===== config.mk =====
export PLATFORM = sky130hd
export DESIGN_NAME = instruction_fetch_flat
export DESIGN_NICKNAME = d
export VERILOG_FILES = /design/src/rtl/instruction_fetch_if.sv /design/src/rtl/instruction_fetch.sv /design/src/flat_wrapper.sv
export SDC_FILE = /design/constraint.sdc
export NUM_CORES = 1
export LEC_CHECK = 0
export BUFFER_PORTS_ARGS = -buffer_cell sky130_fd_sc_hd__buf_2
export CAP_MARGIN = 25
export CORE_MARGIN = 5
export CORE_UTILIZATION = 30
export CTS_CLUSTER_DIAMETER = 60
export DETAILED_ROUTE_END_ITERATION = 12
export PLACE_DENSITY = 0.51
export SYNTH_ARGS = -nofsm -noshare
export SYNTH_HDL_FRONTEND = slang
export SYNTH_SLANG_ARGS = --single-unit
export TNS_END_PERCENT = 5

===== constraint.sdc =====
create_clock -name clk -period 2.65 [get_ports clk]
set_input_delay 0.6625 -clock clk [delete_from_list [all_inputs] [get_ports clk]]
set_output_delay 0.6625 -clock clk [all_outputs]
set_load 0.01 [all_outputs]

===== src/rtl/instruction_fetch_if.sv =====
// instruction_fetch_if: groups the fetch stage's memory, redirect and decode handshakes
// master: the fetch stage (drives requests and the decode-side head entry)
// slave : the environment (memory, execute redirect, decoder)
interface instruction_fetch_if;
   logic        imem_req_valid;
   logic        imem_req_ready;
   logic [31:0] imem_req_addr;
   logic        imem_resp_valid;
   logic [31:0] imem_resp_data;
   logic        redirect_valid;
   logic [31:0] redirect_pc;
   logic        if_valid;
   logic        if_ready;
   logic [31:0] if_instruction;
   logic [31:0] if_pc;
   modport master (
      output imem_req_valid, imem_req_addr, if_valid, if_instruction, if_pc,
      input  imem_req_ready, imem_resp_valid, imem_resp_data, redirect_valid, redirect_pc, if_ready
   );
   modport slave (
      input  imem_req_valid, imem_req_addr, if_valid, if_instruction, if_pc,
      output imem_req_ready, imem_resp_valid, imem_resp_data, redirect_valid, redirect_pc, if_ready
   );
endinterface


===== src/rtl/instruction_fetch.sv =====
// instruction_fetch: PC generation, credit-limited imem requests, response FIFO and redirect flush
// clk, rst_n : clock and asynchronous active-low reset
// fe         : instruction_fetch_if.master (imem request/response, redirect, decode handshake)
module instruction_fetch #(
   parameter logic [31:0] RESET_PC   = 32'h0000_0000,
   parameter int          FIFO_DEPTH = 2
) (
   input logic               clk,
   input logic               rst_n,
   instruction_fetch_if.master fe
);
   localparam int AW  = $clog2(FIFO_DEPTH);
   localparam int CW  = AW + 1;
   localparam int CW1 = CW + 1;
   localparam logic [CW:0] DEPTH_W = CW1'(FIFO_DEPTH);
   typedef enum logic [1:0] {BOOT, RUN, FLUSH} state_t;
   state_t          state_q;
   logic [31:0]     pc_q, resp_pc_q;
   logic [CW-1:0]   out_q, disc_q, cnt_q, disc_d;
   logic [AW-1:0]   wr_q, rd_q;
   logic [31:0]     ins_q [FIFO_DEPTH];
   logic [31:0]     pcs_q [FIFO_DEPTH];
   logic [CW:0]     inflight;
   logic [31:0]     redir_pc;
   logic            resp, accept, push, pop;
   // responses with nothing outstanding are spurious and never counted
   assign resp     = fe.imem_resp_valid && out_q != '0;
   // credits use registered counts only; a pop frees its slot one cycle later
   assign inflight = {1'b0, out_q} + {1'b0, cnt_q};
   assign fe.imem_req_valid = state_q == RUN && !fe.redirect_valid && inflight < DEPTH_W;
   assign fe.imem_req_addr  = pc_q;
   assign accept   = fe.imem_req_valid && fe.imem_req_ready;
   assign push     = resp && state_q == RUN && !fe.redirect_valid;
   assign pop      = cnt_q != '0 && fe.if_ready && !fe.redirect_valid;
   assign disc_d   = out_q - CW'(resp);
   assign redir_pc = fe.redirect_pc & ~32'h3;
   assign fe.if_valid       = cnt_q != '0;
   assign fe.if_instruction = ins_q[rd_q];
   assign fe.if_pc          = pcs_q[rd_q];
   always_ff @(posedge clk or negedge rst_n)
      if (!rst_n) begin
         state_q   <= BOOT;
         pc_q      <= RESET_PC;
         resp_pc_q <= RESET_PC;
         out_q     <= '0;
         disc_q    <= '0;
         cnt_q     <= '0;
         wr_q      <= '0;
         rd_q      <= '0;
         for (int i = 0; i < FIFO_DEPTH; i++) begin
            ins_q[i] <= '0;
            pcs_q[i] <= '0;
         end
      end else if (fe.redirect_valid) begin
         // every in-flight fetch except a same-cycle response must be drained
         state_q   <= disc_d != '0 ? FLUSH : RUN;
         pc_q      <= redir_pc;
         resp_pc_q <= redir_pc;
         out_q     <= disc_d;
         disc_q    <= disc_d;
         cnt_q     <= '0;
         wr_q      <= '0;
         rd_q      <= '0;
      end else begin
         if (state_q == BOOT) state_q <= RUN;
         if (accept) pc_q <= pc_q + 32'd4;
         out_q <= out_q + CW'(accept) - CW'(resp);
         if (state_q == FLUSH && resp) begin
            disc_q <= disc_q - CW'(1);
            if (disc_q == CW'(1)) state_q <= RUN;
         end
         if (push) begin
            ins_q[wr_q] <= fe.imem_resp_data;
            pcs_q[wr_q] <= resp_pc_q;
            wr_q        <= wr_q + AW'(1);
            resp_pc_q   <= resp_pc_q + 32'd4;
         end
         if (pop) rd_q <= rd_q + AW'(1);
         cnt_q <= cnt_q + CW'(push) - CW'(pop);
      end
endmodule


===== src/flat_wrapper.sv =====
// flat-port wrapper written by rule: the top's interface ports become plain ports
module instruction_fetch_flat 
#(
   parameter logic [31:0] RESET_PC   = 32'h0000_0000,
   parameter int          FIFO_DEPTH = 2
)
  (clk, rst_n, fe_imem_req_valid, fe_imem_req_addr, fe_if_valid, fe_if_instruction, fe_if_pc, fe_imem_req_ready, fe_imem_resp_valid, fe_imem_resp_data, fe_redirect_valid, fe_redirect_pc, fe_if_ready);
  instruction_fetch_if fe_i ();
  input logic clk;
  input logic rst_n;
  output wire logic [$bits(fe_i.imem_req_valid)-1:0] fe_imem_req_valid;
  output wire logic [$bits(fe_i.imem_req_addr)-1:0] fe_imem_req_addr;
  output wire logic [$bits(fe_i.if_valid)-1:0] fe_if_valid;
  output wire logic [$bits(fe_i.if_instruction)-1:0] fe_if_instruction;
  output wire logic [$bits(fe_i.if_pc)-1:0] fe_if_pc;
  input wire logic [$bits(fe_i.imem_req_ready)-1:0] fe_imem_req_ready;
  input wire logic [$bits(fe_i.imem_resp_valid)-1:0] fe_imem_resp_valid;
  input wire logic [$bits(fe_i.imem_resp_data)-1:0] fe_imem_resp_data;
  input wire logic [$bits(fe_i.redirect_valid)-1:0] fe_redirect_valid;
  input wire logic [$bits(fe_i.redirect_pc)-1:0] fe_redirect_pc;
  input wire logic [$bits(fe_i.if_ready)-1:0] fe_if_ready;
  assign fe_imem_req_valid = fe_i.imem_req_valid;
  assign fe_imem_req_addr = fe_i.imem_req_addr;
  assign fe_if_valid = fe_i.if_valid;
  assign fe_if_instruction = fe_i.if_instruction;
  assign fe_if_pc = fe_i.if_pc;
  assign fe_i.imem_req_ready = fe_imem_req_ready;
  assign fe_i.imem_resp_valid = fe_imem_resp_valid;
  assign fe_i.imem_resp_data = fe_imem_resp_data;
  assign fe_i.redirect_valid = fe_redirect_valid;
  assign fe_i.redirect_pc = fe_redirect_pc;
  assign fe_i.if_ready = fe_if_ready;
  instruction_fetch #(.RESET_PC(RESET_PC), .FIFO_DEPTH(FIFO_DEPTH)) u_core (.clk(clk), .rst_n(rst_n), .fe(fe_i));
endmodule

==> results of run 1 <==
## sequential cells by signal (all words and copies together) (netlist names)
register                 cells
u_core.ins_q                64
u_core.pcs_q                60
u_core.fe.imem_req_addr     30
u_core.resp_pc_q            30
u_core.cnt_q                 2
u_core.disc_q                2
u_core.out_q                 2
u_core.state_q               2
u_core.rd_q                  1
u_core.wr_q                  1
## through the flow
step / setup slack [ns] / area, sq um / total power [mW] / hold WS (ns) / cells
3_3_place_gp: 0.329 / 10600 / 7.68 / 0.466 / 1309
5_1_grt: -0.0186 / 11200 / 10.8 / 0.239 / 1342
4_1_cts: 0.00795 / 11200 / 10.3 / 0.227 / 1341
3_5_place_dp: 0.315 / 10600 / 7.73 / 0.475 / 1309
2_1_floorplan: 0.286 / 9270 / 6.43 / 0.367 / 772
6_report: 0.111 / 11200 / 10.1 / 0.208 / 1342
## placed cells by master, fill, tap and decap left out, drive strengths merged, types with 4 or more instances in the layout
| master | count |
|---|---|
| dfrtp | 194 |
| ha | 7 |
| or4 | 4 |
| nand4 | 18 |
| xnor2 | 14 |
| clkbuf | 20 |
| nand3 | 34 |
| clkinv | 5 |
| a21oi | 9 |
| inv | 19 |
| nor3 | 5 |
| o21ai | 44 |
| nand2 | 63 |
| conb | 4 |
| xor2 | 21 |
| and2 | 5 |
| mux2 | 187 |
| buf | 184 |
| nand2b | 4 |
| nor4 | 8 |
| o311ai | 14 |
| nor2 | 24 |
| o211ai | 13 |
| and3 | 12 |
## final cells by class
class / instances / area share, %
clock buffers: 19 / 3.95
repair buffers: 185 / 9.65
multi-input cells: 523 / 37.2
clock inverters: 13 / 1.05
well taps: 396 / 4.42
flip-flops and latches: 194 / 43.3
inverters: 12 / 0.402
## per-layer routing
metal  part of all wire, %  GRT usage [%]  vias up
met4                  0.91           3.53        0
met2                    43           20.1      180
met3                   6.0           2.93       14
li1                      -              -     3107
met5                     0              0        -
met1                    51           21.5     3199
## report_power, final
part	leakage (nW)	switching, mW	internal (mW)	total, mW
sequential	2.46	0.567	3.84	4.41
combinational	2.33	1.49	1.73	3.22
clock	0.276	1.24	1.27	2.50
total	5.06	3.29	6.84	10.1
## cells by family after synthesis
logic type / count (synthesis) / synth area share [%]
adders and majority gates: 8 / 1.16
other: 1 / 0.0405
DFF: 194 / 52.4
buffers and inverters: 55 / 2.77
AOI/OAI and AO/OA: 97 / 6.77
and+or+nand+nor: 192 / 10.8
muxes: 187 / 22.7
xor gates and xnor gates: 35 / 3.31
## what timing repair did
action	4_1_cts	5_1_grt
setup buffers	0	1
gates resized for setup	0	3
hold endpoints to repair	0	0
endpoints found under the setup margin	0	1
## worst min path at each step
stage / to / slack [ns] / cells past startpoint
final: u_core.ins_q[62]$_DFFE_PN0P_ / 0.21 / 1
after global routing: u_core.ins_q[62]$_DFFE_PN0P_ / 0.24 / 1
after CTS: u_core.ins_q[62]$_DFFE_PN0P_ / 0.23 / 1
after detailed placement: u_core.ins_q[61]$_DFFE_PN0P_ / 0.48 / 1
after global placement: u_core.ins_q[61]$_DFFE_PN0P_ / 0.47 / 1
after floorplan: u_core.cnt_q[0]$_DFF_PN0_ / 0.37 / 0
## critical path, stage by stage (launching register included)
cell and delay [ns]:
sky130_fd_sc_hd__dfrtp_2 0.63, sky130_fd_sc_hd__buf_12 0.28, sky130_fd_sc_hd__mux2_2 0.37, sky130_fd_sc_hd__buf_2 0.15
==> impl_metrics.tcl, run 1 <==
set metrics [dict create \
    run_status "finished clean" \
    period_needed_ns 2.54 \
    initial_antenna_violation_count 0 \
    synthArstFlopShare_pct 100 \
    endpoint_kind "output pin" \
    timing.critical_path.from_type "register" \
    post-dp-hpwl_um 16800 \
    power.static_leakage_nw 5.06 \
    seq_area_frac_synth_pct 52.4 \
    wl_per_cell_um 17.8 \
    clkSinkCount 194 \
    final_global_route_overflow_total 0 \
    finalHoldViolations 0 \
    numCtsBuffers 17 \
    rr_endpoint "u_core.fe.imem_req_addr[26]$_DFFE_PN0P_" \
    drive_above_1_share_pct 43.9 \
    netlist_area_sq_um 9260 \
    syn_area_per_cell_sq_um 12.0 \
    n_fill_cell 3032 \
    critPathKind "reg2out" \
    timing.final.crit_share_pct 95.8 \
    synth_top_area_share_pct 52.4 \
    drt_iter0_drc 303 \
    rsz0062_at_grt "true" \
    critPathRequiredTime_ns 1.99 \
    floorplan.die.height_um 186 \
    ant_nets 0 \
    grt_start_max_net_pins 76 \
    warning_count_from_the_yosys_run 0 \
    detail_route.drc_violations 0 \
    slew_viol_final 0 \
    detail_route.wirelength_um 23900 \
    register_area_sq_um 4860 \
    root_buffer "sky130_fd_sc_hd__clkbuf_16" \
    antenna_cells 0 \
    vdd.ir_drop.worst_uv 479 \
    synth_most_common_cell "sky130_fd_sc_hd__dfrtp_1" \
    clock_skew_ns 0.0204 \
    chipWidth_um 186 \
    detailroute.via_count 6500 \
    rr_startpoint "u_core.out_q[0]$_DFF_PN0_" \
    maximum_clock_insertion_buffer_count 2 \
    fp.dieArea_sq_um 34500 \
    min-delay-path-class "in2async" \
    max_slew_margin_pct 54.6 \
    initial_core_util_pct 30.4 \
    ctsHtreeMaxLevel 4 \
    ios 168 \
    cts_tree "done" \
    netlist.top_cell.by_area "sky130_fd_sc_hd__dfrtp_1" \
    synth-edff-count 0 \
    pre_antenna_drt_iters 4 \
    synth-seq-cells 194 \
    setup_viol 0 \
    holdBufCountCts 0 \
    synth_ff_type "sky130_fd_sc_hd__dfrtp_1" \
    power-per-cell-area_nw_per_um2 904 \
    cp_data_arrival_time_ns 1.88 \
    synth_commonest_cells "194 x sky130_fd_sc_hd__dfrtp_1, 183 x sky130_fd_sc_hd__mux2_2, 63 x sky130_fd_sc_hd__nand2_1, 40 x sky130_fd_sc_hd__o21ai_0, 32 x sky130_fd_sc_hd__nand3_1" \
    syn2layout_area_growth_pct 21.1 \
    clk_latency_ns 0.44 \
    drv.max_cap_violation_count 0 \
    core_area_sq_um 30500 \
    first_global_vias 6798 \
    utilization_pct 36.8 \
    global_route_wire_length_before_repair_um 38400 \
    fmax_mhz 394 \
    worst_pin_slew_ns 0.675 \
    multi_input_area_sq_um 4180 \
    clock_pin_slew_reported_for_the_worst_setup_and_hold_paths_after_clock_tree_synthesis_ns 0.07 \
    crit_end "fe_if_instruction[26]" \
    viasPerCell 4.84 \
    gp_congestion 0.853 \
    syn-instance-count 769 \
    timing.critical_path.fanout_max 33 \
    groute.usage.overall_pct 14.0 \
    netlist-cell-type-count 53 \
    worstRegToRegCells 9 \
    std_cell_rows 64 \
    crit_start "u_core.rd_q$_DFFE_PN0P_" \
    port_buffers 161 \
    regToRegSetupSlack_ns 0.30 \
    fin_nets 1011 \
    synth.top_cells.by_area "sky130_fd_sc_hd__dfrtp_1 52%, sky130_fd_sc_hd__mux2_2 22%, sky130_fd_sc_hd__nand2_1 2.6%, sky130_fd_sc_hd__o21ai_0 2.2%, sky130_fd_sc_hd__xor2_1 2.0%" \
    tns_ns 0 \
]
No activity file was read; power rests on OpenSTA's default activity.
==> inputs of run 2 (changes only) <==
--- a/config.mk
+++ b/config.mk
@@ -11,7 +11,9 @@
 export CORE_UTILIZATION = 30
 export CTS_CLUSTER_DIAMETER = 60
 export DETAILED_ROUTE_END_ITERATION = 12
+export GPL_TIMING_DRIVEN = 0
 export PLACE_DENSITY = 0.51
+export SETUP_SLACK_MARGIN = 0.2
 export SYNTH_ARGS = -nofsm -noshare
 export SYNTH_HDL_FRONTEND = slang
 export SYNTH_SLANG_ARGS = --single-unit
==> impl_metrics.tcl, run 2 (synthesis results as in run 1) <==
set metrics [dict create \
    rsz0062_at_grt "true" \
    power.net_switching_mw 3.42 \
    chipWidth_um 186 \
    clock_pin_slew_reported_for_the_worst_setup_and_hold_paths_after_clock_tree_synthesis_ns 0.08 \
    critPathBufInv 5 \
    root_buffer "sky130_fd_sc_hd__clkbuf_16" \
    std_cell_rows 64 \
    max_slew_margin_pct 43.5 \
    gp_congestion 0.844 \
    power.static_leakage_nw 5.24 \
    cp_data_arrival_time_ns 2.95 \
    crit_path_setup_slack_layout_ns 0.0223 \
    final_common_cell "sky130_fd_sc_hd__dfrtp_1" \
    floorplan.die.height_um 186 \
    pre_antenna_drt_iters 4 \
    dpl_cell_area_sq_um 10600 \
    period_needed_ns 2.63 \
    cts_tree "done" \
    fin_nets 1046 \
    port_buffers 161 \
    crit_family "buffers and inverters" \
    detail_route.drc_violations 0 \
    detailroute.via_count 6741 \
    maximum_clock_insertion_buffer_count 2 \
    crit_chain "inv_2 -> nor2_2 -> fa_1 -> buf_4 -> nor3_2 -> nand4b_1 -> inv_2 -> buf_6 -> nand3_4 -> buf_4 -> o21a_1 -> o31a_1" \
    layout.cell_area.non_filler_sq_um 11600 \
    post_place_setup_slack_ns -0.624 \
    grt_start_max_net_pins 113 \
    whs_ns 0.187 \
    timing.critical_path.from_type "register" \
    core_area_sq_um 30500 \
    layout_top_registers "u_core.ins_q x64, u_core.pcs_q x60" \
    ant_nets 0 \
    wl_per_cell_um 18.8 \
    run_status "finished clean" \
    first_global_vias 6868 \
    drive_above_1_share_pct 47.4 \
    holdBufCountCts 0 \
    detail_route.wirelength_um 25800 \
    critPathRequiredTime_ns 2.97 \
    fp.dieArea_sq_um 34500 \
    flip_flop_count_of_the_largest_register_all_copies_and_words_added 64 \
    layout.cells.most_common_list "194 x sky130_fd_sc_hd__dfrtp_1, 183 x sky130_fd_sc_hd__mux2_2, 171 x sky130_fd_sc_hd__buf_2, 60 x sky130_fd_sc_hd__nand2_1, 30 x sky130_fd_sc_hd__nand3_1" \
    drt_iter0_drc 437 \
    critPathMaxStageDelay_ns 0.51 \
    timing.critical_path.fanout_max 6 \
    worst_pin_slew_ns 0.841 \
    numCtsBuffers 17 \
    post-dp-hpwl_um 18700 \
    critPathKind "reg2reg" \
    n_fill_cell 3049 \
    timing.final.crit_share_pct 99.2 \
    finalHoldViolations 0 \
    clkSinkCount 194 \
    clk_latency_ns 0.43 \
    vdd.ir_drop.worst_uv 447 \
    top_register "u_core.ins_q" \
    syn2layout_area_growth_pct 24.7 \
    clock_power_share_pct 24.3 \
    ios 168 \
    slew_viol_final 0 \
    clock_skew_ns 0.0174 \
    drv.max_cap_violation_count 0 \
    power-per-cell-area_nw_per_um2 897 \
    setup_viol 0 \
    initial_antenna_violation_count 0 \
    fmax_mhz 381 \
    final_global_route_overflow_total 0 \
    global_route_wire_length_before_repair_um 40100 \
    p_seq_share_pct 42.4 \
    initial_core_util_pct 30.4 \
    ctsHtreeMaxLevel 4 \
    min-delay-path-class "in2async" \
    internal_power_summed_over_all_cells_mw 6.95 \
    groute.usage.overall_pct 14.9 \
    power.share.switching_pct 32.9 \
    endpoint_kind "register" \
    antenna_cells 0 \
    worst_path_max_delay_cell "sky130_fd_sc_hd__fa_1" \
    viasPerCell 4.90 \
    p_comb_share_pct 33.2 \
]
[run 2: routing by layer]
layer / vias up / routed length [um] / GRT usage (%) / share of wire, %
met2: 220 / 11000 / 22.0 / 43
met1: 3322 / 13100 / 22.6 / 51
met5: - / 0 / 0 / 0
met3: 16 / 1560 / 3.26 / 6.0
li1: 3183 / - / - / -
met4: 0 / 207 / 2.74 / 0.80
[run 2: power groups by stage]
stage	clock (mW)	combinational [mW]	sequential [mW]
2_1_floorplan	0	2.13	4.30
3_3_place_gp	0	3.26	4.42
3_5_place_dp	0	3.30	4.45
4_1_cts	2.60	3.34	4.39
5_1_grt	2.74	3.76	4.52
6_report	2.52	3.44	4.40
[run 2: area by class of cell]
cell class	instances	area (sq um)	share of cell area, %
well taps	396	495	4.29
clock buffers	19	453	3.92
repair buffers	177	975	8.44
clock inverters	13	118	1.02
multi-input cells	523	4320	37.4
inverters	12	45.0	0.390
plain buffers	43	292	2.52
flip-flops and latches	194	4850	42.0
[run 2: repair_timing]
action / 4_1_cts / 5_1_grt
pin swaps: 2 / 23
resized for setup: 18 / 95
setup endpoints to repair: 149 / 193
buffers inserted: 1 / 13
gates cloned: 0 / 1
[run 2: worst paths after layout]
kind | from | endpoint | cells past startpoint | slack (ns)
hold / removal | rst_n | u_core.ins_q[25]$_DFFE_PN0P_ | 1 | 0.19
setup / recovery | u_core.out_q[0]$_DFF_PN0_ | u_core.fe.imem_req_addr[30]$_DFFE_PN0P_ | 12 | 0.02
hold reg to reg | u_core.ins_q[61]$_DFFE_PN0P_ | u_core.ins_q[61]$_DFFE_PN0P_ | 1 | 0.49
min in group clk | fe_imem_resp_data[28] | u_core.ins_q[60]$_DFFE_PN0P_ | 2 | 0.47
max in group asynchronous | rst_n | u_core.fe.imem_req_addr[23]$_DFFE_PN0P_ | 2 | 1.43
setup reg to reg | u_core.out_q[0]$_DFF_PN0_ | u_core.fe.imem_req_addr[30]$_DFFE_PN0P_ | 12 | 0.02
[run 2: worst reg2reg max path: stages, from the launching register on]
cell and delay [ns]:
sky130_fd_sc_hd__dfrtp_1 0.40, sky130_fd_sc_hd__inv_2 0.07, sky130_fd_sc_hd__nor2_2 0.05, sky130_fd_sc_hd__fa_1 0.52, sky130_fd_sc_hd__buf_4 0.16, sky130_fd_sc_hd__nor3_2 0.10
sky130_fd_sc_hd__nand4b_1 0.24, sky130_fd_sc_hd__inv_2 0.22, sky130_fd_sc_hd__buf_6 0.13, sky130_fd_sc_hd__nand3_4 0.08, sky130_fd_sc_hd__buf_4 0.17, sky130_fd_sc_hd__o21a_1 0.18
sky130_fd_sc_hd__o31a_1 0.22
[run 2: stage by stage]
stage	TNS (ns)	total power, mW	std cells	util, %
3_3_place_gp	-506.25	7.68	1329	34.7
5_1_grt	-0.317	11.0	1377	37.9
3_5_place_dp	-9.66	7.74	1330	34.8
4_1_cts	0	10.3	1363	36.8
6_report	0	10.4	1377	37.9
2_1_floorplan	0	6.43	772	-
==> inputs of run 3 (changes only) <==
--- a/config.mk
+++ b/config.mk
@@ -7,7 +7,7 @@
 export LEC_CHECK = 0
 export BUFFER_PORTS_ARGS = -buffer_cell sky130_fd_sc_hd__buf_2
 export CAP_MARGIN = 25
-export CORE_MARGIN = 5
+export CORE_MARGIN = 4
 export CORE_UTILIZATION = 30
 export CTS_CLUSTER_DIAMETER = 60
 export DETAILED_ROUTE_END_ITERATION = 12
==> impl_metrics.tcl, run 3 (synthesis results as in run 1) <==
set metrics [dict create \
    critPathKind "reg2out" \
    met3_length_um 1530 \
    detail_route.drc_violations 0 \
    power-per-cell-area_nw_per_um2 908 \
    numCtsBuffers 17 \
    global_route_wire_length_before_repair_um 39900 \
    regToRegSetupSlack_ns 0.24 \
    maximum_clock_insertion_buffer_count 2 \
    rr_endpoint "u_core.fe.imem_req_addr[21]$_DFFE_PN0P_" \
    gp_congestion 0.818 \
    crit_end "fe_if_pc[3]" \
    period_needed_ns 2.49 \
    cts_tree "done" \
    worstRegToRegCells 10 \
    rsz0062_at_grt "true" \
    clk_latency_ns 0.44 \
    core_area_sq_um 30500 \
    drt_iter0_drc 466 \
    ios 168 \
    detailroute.via_count 6792 \
    run_status "finished clean" \
    met1Wirelength_um 12700 \
    fp.dieArea_sq_um 33700 \
    timing.final.crit_share_pct 93.8 \
    layout_top_registers "u_core.ins_q x64, u_core.pcs_q x60" \
    fin_cells 1372 \
    crit_path_setup_slack_layout_ns 0.163 \
    post_place_setup_slack_ns -0.617 \
    n_fill_cell 3053 \
    clock_skew_ns 0.0170 \
    viasPerCell 4.95 \
    setup_viol 0 \
    initial_antenna_violation_count 0 \
    top_register "u_core.ins_q" \
    endpoint_kind "output pin" \
    rr_startpoint "u_core.out_q[0]$_DFF_PN0_" \
    port_buffers 161 \
    highest_layer "met4" \
    crit_start "u_core.rd_q$_DFFE_PN0P_" \
    fin_nets 1041 \
    vdd.ir_drop.worst_uv 500 \
    ctsHtreeMaxLevel 4 \
    grt_start_max_net_pins 100 \
    floorplan.die.height_um 184 \
    critPathRequiredTime_ns 1.99 \
    clock_pin_slew_reported_for_the_worst_setup_and_hold_paths_after_clock_tree_synthesis_ns 0.08 \
    std_cell_rows 64 \
    antenna_cells 0 \
    post-dp-hpwl_um 18500 \
    root_buffer "sky130_fd_sc_hd__clkbuf_16" \
    min-delay-path-class "in2async" \
    finalHoldViolations 0 \
    place_inst 1330 \
    whs_ns 0.201 \
    syn2layout_area_growth_pct 22.8 \
    chipWidth_um 184 \
    route.met2.wl_um 11100 \
    wl_per_cell_um 18.6 \
    drv.max_cap_violation_count 0 \
    fmax_mhz 402 \
    final_global_route_overflow_total 0 \
    detail_route.wirelength_um 25600 \
    layout.cells.most_common_list "194 x sky130_fd_sc_hd__dfrtp_1, 183 x sky130_fd_sc_hd__mux2_2, 174 x sky130_fd_sc_hd__buf_2, 63 x sky130_fd_sc_hd__nand2_1, 39 x sky130_fd_sc_hd__o21ai_0" \
    final_common_cell "sky130_fd_sc_hd__dfrtp_1" \
    timing.critical_path.fanout_max 10 \
    tns_ns 0 \
    groute.usage.overall_pct 15.0 \
    clkSinkCount 194 \
    pre_antenna_drt_iters 5 \
    ant_nets 0 \
    power.static_leakage_nw 5.17 \
    slew_viol_final 0 \
    initial_core_util_pct 30.4 \
    drive_above_1_share_pct 45.0 \
    timing.critical_path.from_type "register" \
    max_slew_margin_pct 44.1 \
    first_global_vias 6924 \
    cp_data_arrival_time_ns 1.82 \
    flip_flop_count_of_the_largest_register_all_copies_and_words_added 64 \
    holdBufCountCts 0 \
    worst_pin_slew_ns 0.832 \
]
==> run 3: cell count changes in the layout (fill, tap and decap cells not counted), moves of 3 or more <==
cell,delta
sky130_fd_sc_hd__buf_2,+3
sky130_fd_sc_hd__nor4_2,-3
sky130_fd_sc_hd__clkbuf_2,+4
sky130_fd_sc_hd__o21ai_2,-7
sky130_fd_sc_hd__nand2_1,+3
sky130_fd_sc_hd__o311ai_1,-8
sky130_fd_sc_hd__o311ai_0,+10
sky130_fd_sc_hd__o21ai_1,-4
sky130_fd_sc_hd__buf_6,-11
sky130_fd_sc_hd__clkinv_8,+3
sky130_fd_sc_hd__o21ai_0,+12
==> run 3: stage by stage <==
stage	utilization (%)	power, mW	area (sq um)
floorplan	-	6.43	9270
global placement	34.7	7.66	10600
detailed placement	34.8	7.72	10600
CTS	36.9	10.4	11300
global route	37.3	11.0	11400
finish	37.3	10.3	11400
==> run 3: repair_timing <==
item / 4_1_cts / 5_1_grt
gates resized for setup: 17 / 26
hold endpoints to repair: 0 / 0
pin swaps: 3 / 7
setup endpoints to repair: 151 / 203
gates cloned: 0 / 0
setup buffers: 2 / 7
==> run 3: cell type report <==
class	instances	area [sq um]	share of cell area [%]
Buffer	43	246	2.17
Clock buffer	18	429	3.77
Clock inverter	14	165	1.45
Inverter	12	47.5	0.418
Multi-Input combinational cell	523	4220	37.1
Sequential cell	194	4850	42.7
Tap cell	396	495	4.36
Timing Repair Buffer	172	916	8.05
==> run 3: worst min-delay path by stage <==
stage                                              end  cells past startpoint
after global placement    u_core.ins_q[60]$_DFFE_PN0P_                      1
final                     u_core.ins_q[56]$_DFFE_PN0P_                      1
after CTS                 u_core.ins_q[56]$_DFFE_PN0P_                      1
after global routing      u_core.ins_q[56]$_DFFE_PN0P_                      1
after detailed placement  u_core.ins_q[62]$_DFFE_PN0P_                      1
after floorplan              u_core.cnt_q[0]$_DFF_PN0_                      0
==> run 3: critical path, cell delays in order (launching register included) <==
cell and delay, ns:
sky130_fd_sc_hd__dfrtp_1 0.33, sky130_fd_sc_hd__clkbuf_4 0.21, sky130_fd_sc_hd__buf_2 0.31, sky130_fd_sc_hd__mux2_2 0.38
sky130_fd_sc_hd__buf_2 0.15
==> run 3: routing by layer <==
| layer | vias to the layer above | track usage [%] |
|---|---|---|
| met5 | - | 0 |
| met4 | 0 | 3.16 |
| met3 | 15 | 3.01 |
| met2 | 219 | 22.3 |
| met1 | 3381 | 22.8 |
| li1 | 3177 | - |
==> run 3: where the power goes <==
group / switching [mW] / total [mW] / internal [mW]
Sequential: 0.557 / 4.40 / 3.84
Combinational: 1.56 / 3.31 / 1.75
Clock: 1.34 / 2.62 / 1.28
